[src/rtl/puf_response_collector.sv]
// puf_response_collector
//   Drives repeated reset/START evaluations of a one_bit_puf cell, majority-votes VOTES
//   samples of its output per response bit, and assembles a RESP_W-bit response plus a
//   per-bit instability mask. The result is offered on a valid/ready handshake.
// Ports
//   clk, reset     clock; asynchronous active-high reset
//   req            start a collection (sampled only while idle)
//   busy           high whenever a collection is in flight or waiting for handoff
//   puf_reset      drives one_bit_puf.reset
//   puf_start      drives one_bit_puf.START
//   puf_out        one_bit_puf.OUT, asynchronous; double-flopped internally
//   resp_data      voted response, first-collected bit in the MSB
//   resp_unstable  bit i set when the votes for resp_data[i] disagreed
//   resp_valid     response available
//   resp_ready     consumer accepts when resp_valid & resp_ready
module puf_response_collector #(
  parameter int unsigned RESP_W  = 8,
  parameter int unsigned VOTES   = 3,
  parameter int unsigned ARM_CYC = 2,
  parameter int unsigned SETTLE  = 4
) (
  input  logic              clk,
  input  logic              reset,
  input  logic              req,
  output logic              busy,
  output logic              puf_reset,
  output logic              puf_start,
  input  logic              puf_out,
  output logic [RESP_W-1:0] resp_data,
  output logic [RESP_W-1:0] resp_unstable,
  output logic              resp_valid,
  input  logic              resp_ready
);

  localparam int unsigned CntMax = (ARM_CYC > SETTLE) ? ARM_CYC : SETTLE;
  localparam int unsigned CycW   = $clog2(CntMax + 1);
  localparam int unsigned VoteW  = $clog2(VOTES + 1);
  localparam int unsigned BitW   = $clog2(RESP_W + 1);

  typedef enum logic [2:0] {
    StIdle,
    StArm,
    StFire,
    StSample,
    StDone
  } state_e;

  state_e            state_q, state_d;
  logic [1:0]        sync_q;
  logic [CycW-1:0]   cyc_q, cyc_d;
  logic [VoteW-1:0]  vote_q, vote_d;
  logic [VoteW-1:0]  ones_q, ones_d;
  logic [BitW-1:0]   bit_q, bit_d;
  logic [RESP_W-1:0] data_q, data_d;
  logic [RESP_W-1:0] mask_q, mask_d;

  logic [VoteW-1:0]  ones_total;
  logic              bit_dec;
  logic              bit_unstable;

  assign resp_data     = data_q;
  assign resp_unstable = mask_q;

  // Running total including the sample captured this cycle.
  assign ones_total   = ones_q + VoteW'(sync_q[1]);
  assign bit_dec      = (ones_total > VoteW'(VOTES / 2));
  assign bit_unstable = (ones_total != '0) && (ones_total != VoteW'(VOTES));

  always_ff @(posedge clk or posedge reset) begin
    if (reset) begin
      state_q <= StIdle;
      sync_q  <= 2'b00;
      cyc_q   <= '0;
      vote_q  <= '0;
      ones_q  <= '0;
      bit_q   <= '0;
      data_q  <= '0;
      mask_q  <= '0;
    end else begin
      state_q <= state_d;
      sync_q  <= {sync_q[0], puf_out};
      cyc_q   <= cyc_d;
      vote_q  <= vote_d;
      ones_q  <= ones_d;
      bit_q   <= bit_d;
      data_q  <= data_d;
      mask_q  <= mask_d;
    end
  end

  always_comb begin
    state_d    = state_q;
    cyc_d      = cyc_q;
    vote_d     = vote_q;
    ones_d     = ones_q;
    bit_d      = bit_q;
    data_d     = data_q;
    mask_d     = mask_q;
    busy       = 1'b1;
    puf_reset  = 1'b1;
    puf_start  = 1'b0;
    resp_valid = 1'b0;

    unique case (state_q)
      StIdle: begin
        busy = 1'b0;
        if (req) begin
          state_d = StArm;
          cyc_d   = '0;
          vote_d  = '0;
          ones_d  = '0;
          bit_d   = '0;
          mask_d  = '0;
        end
      end

      StArm: begin
        if (cyc_q == CycW'(ARM_CYC - 1)) begin
          cyc_d   = '0;
          state_d = StFire;
        end else begin
          cyc_d = cyc_q + 1'b1;
        end
      end

      StFire: begin
        puf_reset = 1'b0;
        puf_start = 1'b1;
        if (cyc_q == CycW'(SETTLE - 1)) begin
          cyc_d   = '0;
          state_d = StSample;
        end else begin
          cyc_d = cyc_q + 1'b1;
        end
      end

      StSample: begin
        puf_reset = 1'b0;
        puf_start = 1'b1;
        if (vote_q == VoteW'(VOTES - 1)) begin
          // Last vote for this bit: shift the decision in at the LSB.
          data_d = (data_q << 1) | RESP_W'(bit_dec);
          mask_d = (mask_q << 1) | RESP_W'(bit_unstable);
          vote_d = '0;
          ones_d = '0;
          if (bit_q == BitW'(RESP_W - 1)) begin
            state_d = StDone;
          end else begin
            bit_d   = bit_q + 1'b1;
            state_d = StArm;
          end
        end else begin
          vote_d  = vote_q + 1'b1;
          ones_d  = ones_total;
          state_d = StArm;
        end
      end

      StDone: begin
        resp_valid = 1'b1;
        if (resp_ready) begin
          state_d = StIdle;
        end
      end

      default: state_d = StIdle;
    endcase
  end

endmodule

[config.mk]
export PLATFORM = sky130hd
export DESIGN_NAME = puf_response_collector
export DESIGN_NICKNAME = d
export VERILOG_FILES = /design/src/rtl/puf_response_collector.sv
export SDC_FILE = /design/constraint.sdc
export NUM_CORES = 1
export LEC_CHECK = 0
export ABC_AREA = 1
export CAP_MARGIN = 20
export CORE_MARGIN = 10
export CORE_UTILIZATION = 52
export DETAILED_ROUTE_END_ITERATION = 10
export GPL_TIMING_DRIVEN = 0
export PLACE_DENSITY = 0.87
export SLEW_MARGIN = 20
export SYNTH_ARGS = -nofsm -noshare
export SYNTH_HDL_FRONTEND = slang
export SYNTH_SLANG_ARGS = --single-unit
[constraint.sdc]
create_clock -name clk -period 2.18 [get_ports clk]
set_clock_uncertainty 0.2 [all_clocks]
set_input_delay 0.218 -clock clk [delete_from_list [all_inputs] [get_ports clk]]
set_output_delay 0.218 -clock clk [all_outputs]
set_load 0.01 [all_outputs]
Word level (Yosys, flattened, before mapping). Cells that the tools add are included.

Input bits: 5. Flip-flop bits (word level): 32. Logic and storage cells: 69. Output and inout port bits: 20.

Mux-type cells: 27. Bitwise operators: 2. Reductions and logical operators: 12. Equal/unequal tests: 15. Order comparisons: 1. Add/subtract/negate cells: 4.

Operators with widths (count): 3-bit 2-to-1 mux (9); 8-bit 2-to-1 mux (2); 8-bit by 1-bit bitwise OR with 8-bit output (2); 8-bit one-hot mux with 2 select lines (1); 3-bit one-hot mux with 5 select lines (1); 2-bit != test (second input constant) (7); 4-bit 2-to-1 mux (3); 3-bit by 2-bit equality test with 1-bit output (second input constant) (3); 3-bit one-hot mux with 3 select lines (1); 2-bit one-hot mux with 2 select lines (2); 4-bit one-hot mux with 2 select lines (1); 4-bit AND reduction (2); 3-bit by 1-bit equality test with 1-bit output (second input constant) (2); 2-bit 2-to-1 mux (3); 2-bit AND reduction (3); 4-bit by 1-bit adder with 4-bit output (second input constant) (1); 4-bit by 3-bit equality test with 1-bit output (second input constant) (1); 1-bit 2-to-1 mux (4); 2-bit nonzero test (2); 3-bit by 1-bit adder with 3-bit output (second input constant) (1); 3-bit equality test (second input constant) (1); 3-bit logical NOT (1); 3-bit AND reduction (1); 3-bit nonzero test (1); other kinds (6) (6).

Depth between registers and ports, before layout. Gate-level depths: netlist (run 1).

Word-level depth: 6. Depth in mapped cells: 8. Gate-level depth less buffers: 8.

Least setup slack after synthesis (run 1). OpenSTA, ideal clock, no wires.

Kind: flip-flop to flip-flop. Start: reg ones_q[0]. End: reg mask_q[0], in the netlist resp_unstable[0]. Path buffers: 0. Stages on the path, launching flop included: 6. Period minus slack after synthesis: 1.531 ns. Setup time: 0.065 ns. Data arrival time: 1.266 ns. Path slack: 0.649 ns. Required time: 1.915 ns. Path through: dfrtp_1 > ha_1 > xnor2_1 > ha_1 > or2_0 > nand2_1.

Word-level cells in the longest chain between the ends: 6. Elaborated cells on any way between the ends: 7. Classes of those cells: 1 x add/sub; 1 x eq/ne; 2 x mux; 1 x bitwise; 2 x reduce/logical.

RTL lines: start: declaration (line 52) `logic [VoteW-1:0] ones_q, ones_d;`; start signal: assignment (line 84) `ones_q <= ones_d;`; 2-bit by 1-bit adder with 2-bit output * (line 65) `assign ones_total = ones_q + VoteW'(sync_q[1]);`; 2-bit != test or 2-bit nonzero test (tied branches) (line 67) `assign bit_unstable = (ones_total != '0) && (ones_total != VoteW'(VOTES));`; 1-bit logical AND * (line 67); 8-bit by 1-bit bitwise OR with 8-bit output * (line 143) `mask_d = (mask_q << 1) | RESP_W'(bit_unstable);`; 8-bit 2-to-1 mux * (line 140) `if (vote_q == VoteW'(VOTES - 1)) begin`; 8-bit one-hot mux with 2 select lines * (line 104) `unique case (state_q)`; end signal: assignment (line 87) `mask_q <= mask_d;`; end: declaration (line 55) `logic [RESP_W-1:0] mask_q, mask_d;`.

Every way passes the cells marked *; elsewhere a longest branch is shown, timed or not. The select of a mux whose other input is x is not followed. A chain may end at the register's enable or synchronous reset.

Worst setup path in the final report (run 1).
Start: reg state_q[0]. End: out busy.

Word-level cells in the longest chain between the ends: 2.

RTL lines: start: declaration (line 48) `state_e state_q, state_d;`; start signal: assignment (line 71) `state_q <= StIdle;`; start signal: assignment (line 80) `state_q <= state_d;`; 3-bit logical NOT (line 104); 1-bit 2-to-1 mux (line 104); end: declaration (line 25) `output logic busy,`.

Every way passes these cells.

==> results.cfg, run 1 <==
[status]
status = finished, final reports clean

[die]
initial_core_util = 0.5475
ios = 25
rows = 19
die_x_um = 74.12
core_area_mm2 = 0.002781
die_h_um = 74.12
die_area_mm2 = 0.005493

[clock_network]
insertion_delay_ns = 0.33
clkTransAtPathRegs_ns = 0.10
clockBufferDepth = 2
clock-root-buffer = clkbuf_4
cts_buffers = 5
cts_sinks = 32
cts_hold_buffers = 0
cts_tree = yes
htreeDepth = 2
post_cts_resized = 0
postCtsSetupRepairBufs = 0

[critical_path]
rr_worst_depth = 6
arrival_ns = 1.64
critPathSlowestCell = clkdlybuf4s50_1
reg2reg_to = resp_unstable[5]$_DFFE_PP0P_
ff2ff_setup_slack_ns = 0.50
critical_path_required_ns = 1.76
crit_fanout = 7
criticalPathCategory = reg -> out
slowest_delay_ns = 0.56
worstPathCellList = inv_1 -> nand2_2 -> clkdlybuf4s50_1
worstSetupStartpointType = flip-flop
r2r_start = state_q[1]$_DFFE_PP0P_
end_kind = primary output

[detailed_routing]
firstDrtPassIters = 4
wl_met3_um = 94
drc = 0
wl_mm = 2.853
wl_met2_mm = 1.414
drt_iter0_drc = 79
via_per_inst = 4.914
ant_nets = 0
vias = 1204
wire_per_inst_um = 11.64
top_layer = met4
wl_met1_mm = 1.270

[finish]
finalNonFillerCells = 245
syn_to_final_growth_pct = 22.43
fin_nets = 225
seq_area_um2 = 800.8
drive_above_1_share = 0.08879
multi_input_comb_area_um2 = 634.4
fillers = 229
diodes = 0

[yosys]
ys_ff_latch = 32
synth_seq_area_share = 0.5259
synth.net_count = 194
ys_warn_count = 0
netlist_instances = 182
avgSynthCellArea_um2 = 8.367
synth_area_mm2 = 0.001523
ys_types = 22

[grt]
grt_max_degree = 33
gr-total-overflow = 0
grt_pass1_vias = 1136
grt_pass1_wl_mm = 4.830
track_usage = 0.1104
antenna_found_initial = 0

[sta]
fmax_ghz = 0.4862
finalCriticalPeriod_ns = 2.057
finalSetupViolCount = 0
period_share = 0.9436
tightest_slew_ns = 0.6260
fin_tns_setup_ns = 0
relSlewSlack = 0.5821
hold_viol_final = 0
slew_viol_final = 0
rsz0062_at_grt = false

[placed_design]
dp.cells = 237
io_buffers = 24
routabilityCongestion = 0.7759
dp_hpwl_mm = 2.212

[pwr]
power_density_mw_per_mm2 = 1023
power_leakage_uw = 0.0009706
vdd_drop_max_v = 0.0009030

[job]
drv_cap = 0

[min_path]
worstHoldPathType = in -> async
-- through the flow --
step	hold WS [ns]	total power (uW)	setup WS, ns	util	area (um2)
6_report	0.08186	1907	0.1230	0.6703	1864
5_1_grt	0.1041	2081	0.01804	0.6703	1864
4_1_cts	0.09569	1936	0.1019	0.6703	1864
3_5_place_dp	0.1378	1580	0.4739	0.6478	1802
3_3_place_gp	0.1323	1545	0.3341	0.6478	1802
2_1_floorplan	0.04943	1343	0.6494	-	1523
-- cell usage in the layout, fill, tap and decap left out, types with 2 or more instances in the layout --
cell,synthesis,final
o21ai_0,7,7
nand2_2,3,3
dfrtp_1,32,32
nor3_1,2,2
clkdlybuf4s50_1,0,24
clkbuf_4,0,5
nor2_1,11,11
nand2_1,72,72
inv_2,2,3
ha_1,7,7
inv_1,20,19
o21ai_1,3,3
nand3_1,12,12
-- Yosys cell counts --
library cell,number,area share
nor2_1,11,0.027
a21oi_1,1,0.0033
o21ai_0,7,0.023
o21ai_4,1,0.011
nand3_1,12,0.039
or2_0,1,0.0041
nor3_1,2,0.0066
nor2_2,1,0.0041
nor2_4,1,0.0074
nand2_1,72,0.18
xnor2_1,1,0.0058
nand3_4,1,0.012
o22ai_1,1,0.0041
o21ai_1,3,0.0099
dfrtp_1,32,0.53
inv_2,2,0.0049
nand3b_1,1,0.0049
nand2_4,1,0.0074
ha_1,7,0.058
inv_1,20,0.049
nand2_2,3,0.012
buf_2,1,0.0033
-- sequential cells by signal (all words and copies together) (netlist names) --
signal	flops
vote_q	2
state_q	3
bit_q	4
ones_q	2
resp_unstable	8
cyc_q	3
sync_q	2
resp_data	8
-- layer usage --
metal  GRT usage  vias to the layer above
li1            -                      627
met1      0.1303                      551
met2      0.1771                       19
met3     0.02660                        7
met4     0.06832                        0
met5           0                        -
-- cell type report --
class / instances / share of cell area
inverter: 22 / 0.04430
buffer: 1 / 0.002685
sequential: 32 / 0.4295
clock buffer: 7 / 0.02953
timing repair buffer: 24 / 0.1289
tap: 31 / 0.02081
clock inverter: 1 / 0.004027
multi-input combinational: 127 / 0.3403
-- critical path, delay by kind of cell, from the launching register on --
family	cells	cell delay (ns)
flops	1	0.51
simple gates	1	0.12
buf+inv	2	0.69
-- how the worst max path moves through the flow --
stage,start,slack [ns],cells after the start,endpoint
after floorplan,ones_q[0]$_DFFE_PP0P_,0.65,5,resp_unstable[0]$_DFFE_PP0P_
after global placement,reset,0.33,2,resp_unstable[7]$_DFFE_PP0P_
after detailed placement,state_q[0]$_DFFE_PP0P_,0.47,3,busy
after CTS,state_q[0]$_DFFE_PP0P_,0.10,3,busy
after global routing,state_q[1]$_DFFE_PP0P_,0.02,3,busy
final,state_q[0]$_DFFE_PP0P_,0.12,3,busy
-- power breakdown --
group	internal (uW)	switching [uW]
Sequential	703	105
Clock	158	197
Combinational	288	457
-- kinds of logic after synthesis --
family	after synthesis	share of synthesized area
AOI/OAI and AO/OA	13	0.05094
and+or+nand+nor	106	0.3024
buffers and inverters	23	0.05752
xor gates and xnor gates	1	0.005753
adders and majority gates	7	0.05752
DFF	32	0.5259
No activity file was read; power rests on OpenSTA's default activity.
==> run 2, diff against run 1 <==
Settings changed: CELL_PAD_IN_SITES_DETAIL_PLACEMENT set to 2, CELL_PAD_IN_SITES_GLOBAL_PLACEMENT set to 2, CORE_ASPECT_RATIO set to 1.4, CORE_UTILIZATION 52 to 31, PLACE_DENSITY 0.87 to 0.86.
==> run 2 against run 1 <==
Net effect:
- hold slack improved by 0.070 ns
- clock power increased by 77%
- utilization decreased by 26 points
- wire length increased by 38%
- combinational power increased by 8.2%
- critical path type unchanged
- final area increased by 5.6%
- critical endpoint unchanged
- critical path depth unchanged
- clock-buffer cell count unchanged
- via count increased by 7.0%
- fmax increased by 0.69%
- register-to-register slack got worse by 0.08 ns
==> results.cfg, run 2 (synthesis gave the netlist of run 1 again) <==
[status]
status = finished, final reports clean

[min_path]
whs_path_depth = 0
worstHoldPathType = reg -> reg

[finish]
multi_input_comb_area_um2 = 634.4
seq_area_um2 = 800.8
fin_nets = 225
syn_to_final_growth_pct = 29.33
post-route-cell-area_mm2 = 0.001969
diodes = 0
final_common_cell = nand2_1
drive_above_1_share = 0.09346
final_cell_mix = nand2_1 (72), dfrtp_1 (32), clkdlybuf4s50_1 (24)
fillers = 576

[clock_network]
clkTransAtPathRegs_ns = 0.07
insertion_delay_ns = 0.28
cts_tree = yes
clockBufferDepth = 2
htreeDepth = 2
post_cts_resized = 0
cts_sinks = 32
clock-root-buffer = clkbuf_8
postCtsSetupRepairBufs = 0
cts_buffers = 5
cts_hold_buffers = 0

[detailed_routing]
vias = 1288
wire_per_inst_um = 14.11
via_per_inst = 4.633
ant_nets = 0
wl_mm = 3.923
drc = 0
drt_iter0_drc = 32
firstDrtPassIters = 4

[sta]
finalSetupViolCount = 0
fmax_ghz = 0.4895
tightest_slew_ns = 0.6953
hold_viol_final = 0
period_share = 0.9371
finalCriticalPeriod_ns = 2.043
rsz0062_at_grt = false
fin_tns_setup_ns = 0
relSlewSlack = 0.5358
slew_viol_final = 0

[grt]
grt_pass1_vias = 1471
gr-total-overflow = 0
track_usage = 0.1084
grt_max_degree = 33
antenna_found_initial = 0
grt_pass1_wl_mm = 6.969

[pwr]
vdd_drop_max_v = 0.0005282
power_leakage_uw = 0.001004
switching_share = 0.3777
combPwrFrac = 0.358
clkPwrFrac = 0.279
power_density_mw_per_mm2 = 1141
internal_power_uw = 1398
power_switching_uw = 848.3
p_seq_frac = 0.362

[placed_design]
dp_hpwl_mm = 2.916
io_buffers = 24
routabilityCongestion = 0.7214
placed_area_mm2 = 0.001843

[critical_path]
arrival_ns = 1.62
end_kind = primary output
critical_path_required_ns = 1.76
worstSetupStartpointType = flip-flop
rr_worst_depth = 6
criticalPathCategory = reg -> out
crit_fanout = 7

[die]
initial_core_util = 0.3169
die_area_mm2 = 0.008155
rows = 30
die_h_um = 102.9
ios = 25
die_x_um = 79.24
core_area_mm2 = 0.004805

[job]
drv_cap = 0
run 2: final cells by class:
cell class,instances,share of cell area
buffer,1,0.002541
clock buffer,7,0.04892
clock inverter,1,0.01525
inverter,22,0.04193
multi-input combinational,127,0.3221
sequential,32,0.4066
tap,64,0.04066
timing repair buffer,24,0.1220
run 2: power groups by stage:
stage | clock (uW) | combinational [uW] | sequential [uW]
2_1_floorplan | 0 | 535 | 807
3_3_place_gp | 0 | 784 | 821
3_5_place_dp | 0 | 821 | 825
4_1_cts | 646 | 830 | 816
5_1_grt | 674 | 953 | 838
6_report | 627 | 805 | 814
run 2: worst paths after layout:
kind                                   startpoint                            to  slack (ns)
setup / recovery           state_q[0]$_DFFE_PP0P_                          busy        0.14
hold / removal                sync_q[0]$_DFF_PP0_           sync_q[1]$_DFF_PP0_        0.15
setup reg to reg           state_q[1]$_DFFE_PP0P_  resp_unstable[3]$_DFFE_PP0P_        0.42
hold reg to reg               sync_q[0]$_DFF_PP0_           sync_q[1]$_DFF_PP0_        0.15
max in group asynchronous                   reset  resp_unstable[4]$_DFFE_PP0P_        1.17
min in group asynchronous                   reset           sync_q[0]$_DFF_PP0_        0.16
run 2: stage by stage:
stage               hold slack, ns  std cells  setup WS, ns  power, uW  utilization
floorplan                  0.04943        182        0.6494       1343            -
global placement            0.1335        270        0.1971       1605       0.3836
detailed placement          0.1410        270        0.4028       1646       0.3836
CTS                         0.1570        278        0.1262       2292       0.4099
global route                0.1640        278       0.02869       2464       0.4099
finish                      0.1517        278        0.1372       2246       0.4099
run 2: per-layer routing:
metal	vias up	wire length, um	global-route usage
met4	0	63	0.04149
met2	19	2164	0.2008
met3	7	171	0.03752
met1	638	1522	0.1081
met5	-	0	0
li1	624	-	-
run 2: critical path: stages (launching register included):
cell and delay [ns]:
dfrtp_1 0.51, inv_1 0.14, nand2_2 0.14, clkdlybuf4s50_1 0.55
==> variant: new RTL, config.mk and constraints of run 2 <==
Change the parameter `VOTES` from 3 to 6.
--- a/src/rtl/puf_response_collector.sv
+++ b/src/rtl/puf_response_collector.sv
@@ -15,7 +15,7 @@
 //   resp_ready     consumer accepts when resp_valid & resp_ready
 module puf_response_collector #(
   parameter int unsigned RESP_W  = 8,
-  parameter int unsigned VOTES   = 3,
+  parameter int unsigned VOTES   = 6,
   parameter int unsigned ARM_CYC = 2,
   parameter int unsigned SETTLE  = 4
 ) (
Function: no difference found for any inputs over 10 cycles, from zero or initial values and one cycle with reset high; that may be too few to reach the edited logic, so the function may still have changed.
==> variant against run 2 <==
- final area up 16%
- area after synthesis increased by 19%
- sequential cell count grew 2
- worst setup slack improved by 0.0044 ns
- die area is 15% higher
- wire length rose by 25%
- clock power shrank 7.2%
- power is 12% higher
- largest power group is now combinational cells
- highest routed layer unchanged
==> variant: results (changes against run 2) <==
number of instances in the placed design=297 (+10%); worst IR drop on VDD=0.485 mV (-8.2%); Cells after Synth=204 (+12%); Commonest cells post-synth=sky130_fd_sc_hd__nand2_1 (58), sky130_fd_sc_hd__dfrtp_1 (34), sky130_fd_sc_hd__nand3_1 (29), sky130_fd_sc_hd__inv_1 (20); met3 routing resource usage after global routing=0.0250 (-0.0126); number of unique standard cell types used by synthesis=28 (+27%); endpoint of the worst register-to-register path=resp_unstable[0]; met1 global-route usage=0.117 (+0.00884); placer congestion estimate=0.740 (+2.6%); slew of the pin with the lowest slew margin=0.404 ns (-0.292 ns); Overall Global Routing Usage=0.111 (+0.00270); final routed wire length divided by cell count=16.1 µm (+14%); flop-to-flop setup slack=0.48 ns (+0.06 ns); outcome=completed; DP Worst Slack=0.434 ns (+0.0310 ns); launch point of the worst reg-to-reg path=sync_q[1]; sequential share of power=0.342 (-0.020); Detailed Route WL=4920 µm (+25%); maximum fanout encountered on the critical timing path=4 (-3); first-pass GRT wire length=8590 µm (+23%); switch share=0.407 (+0.0294); launching instance or port of the critical path=state_q[2]; pin count of the biggest net entering global routing=30 (-9.1%); number of global-route vias before repair=1,681 (+14%); met3 routed wirelength=136 µm (-20%); tightest hold margin=0.150 ns (-0.00173 ns); Filler Cells Inserted=633 (+9.9%); fraction of final layout cells with drive strength greater than 1=0.160 (+0.0662); share of total power in the clock network=0.232 (-0.047); Cell Area, Placed=2160 µm² (+17%)
## variant: cell count changes after synthesis, moves of 3 or more
cell / change
sky130_fd_sc_hd__nand3_1: +17
sky130_fd_sc_hd__nand2_1: -14
sky130_fd_sc_hd__buf_6: +4
sky130_fd_sc_hd__o21ai_2: +4
sky130_fd_sc_hd__nand2_4: +3
## variant: area by class of cell
type / count / area (µm²) / share of cell area
Clock buffer: 5 / 68.8 / 0.0302
Buffer: 5 / 65.1 / 0.0285
Clock inverter: 3 / 40.0 / 0.0175
Tap cell: 68 / 85.1 / 0.0373
Sequential cell: 34 / 851 / 0.373
Multi-Input combinational cell: 139 / 800 / 0.350
Inverter: 26 / 103 / 0.0450
Timing Repair Buffer: 26 / 270 / 0.118
## variant: kinds of logic after synthesis
family	share of synthesized area
AOI/OAI and AO/OA	0.0585
xor gates and xnor gates	0.00482
adders and majority gates	0.0482
buffers and inverters	0.0922
DFF	0.468
and+or+nand+nor	0.328
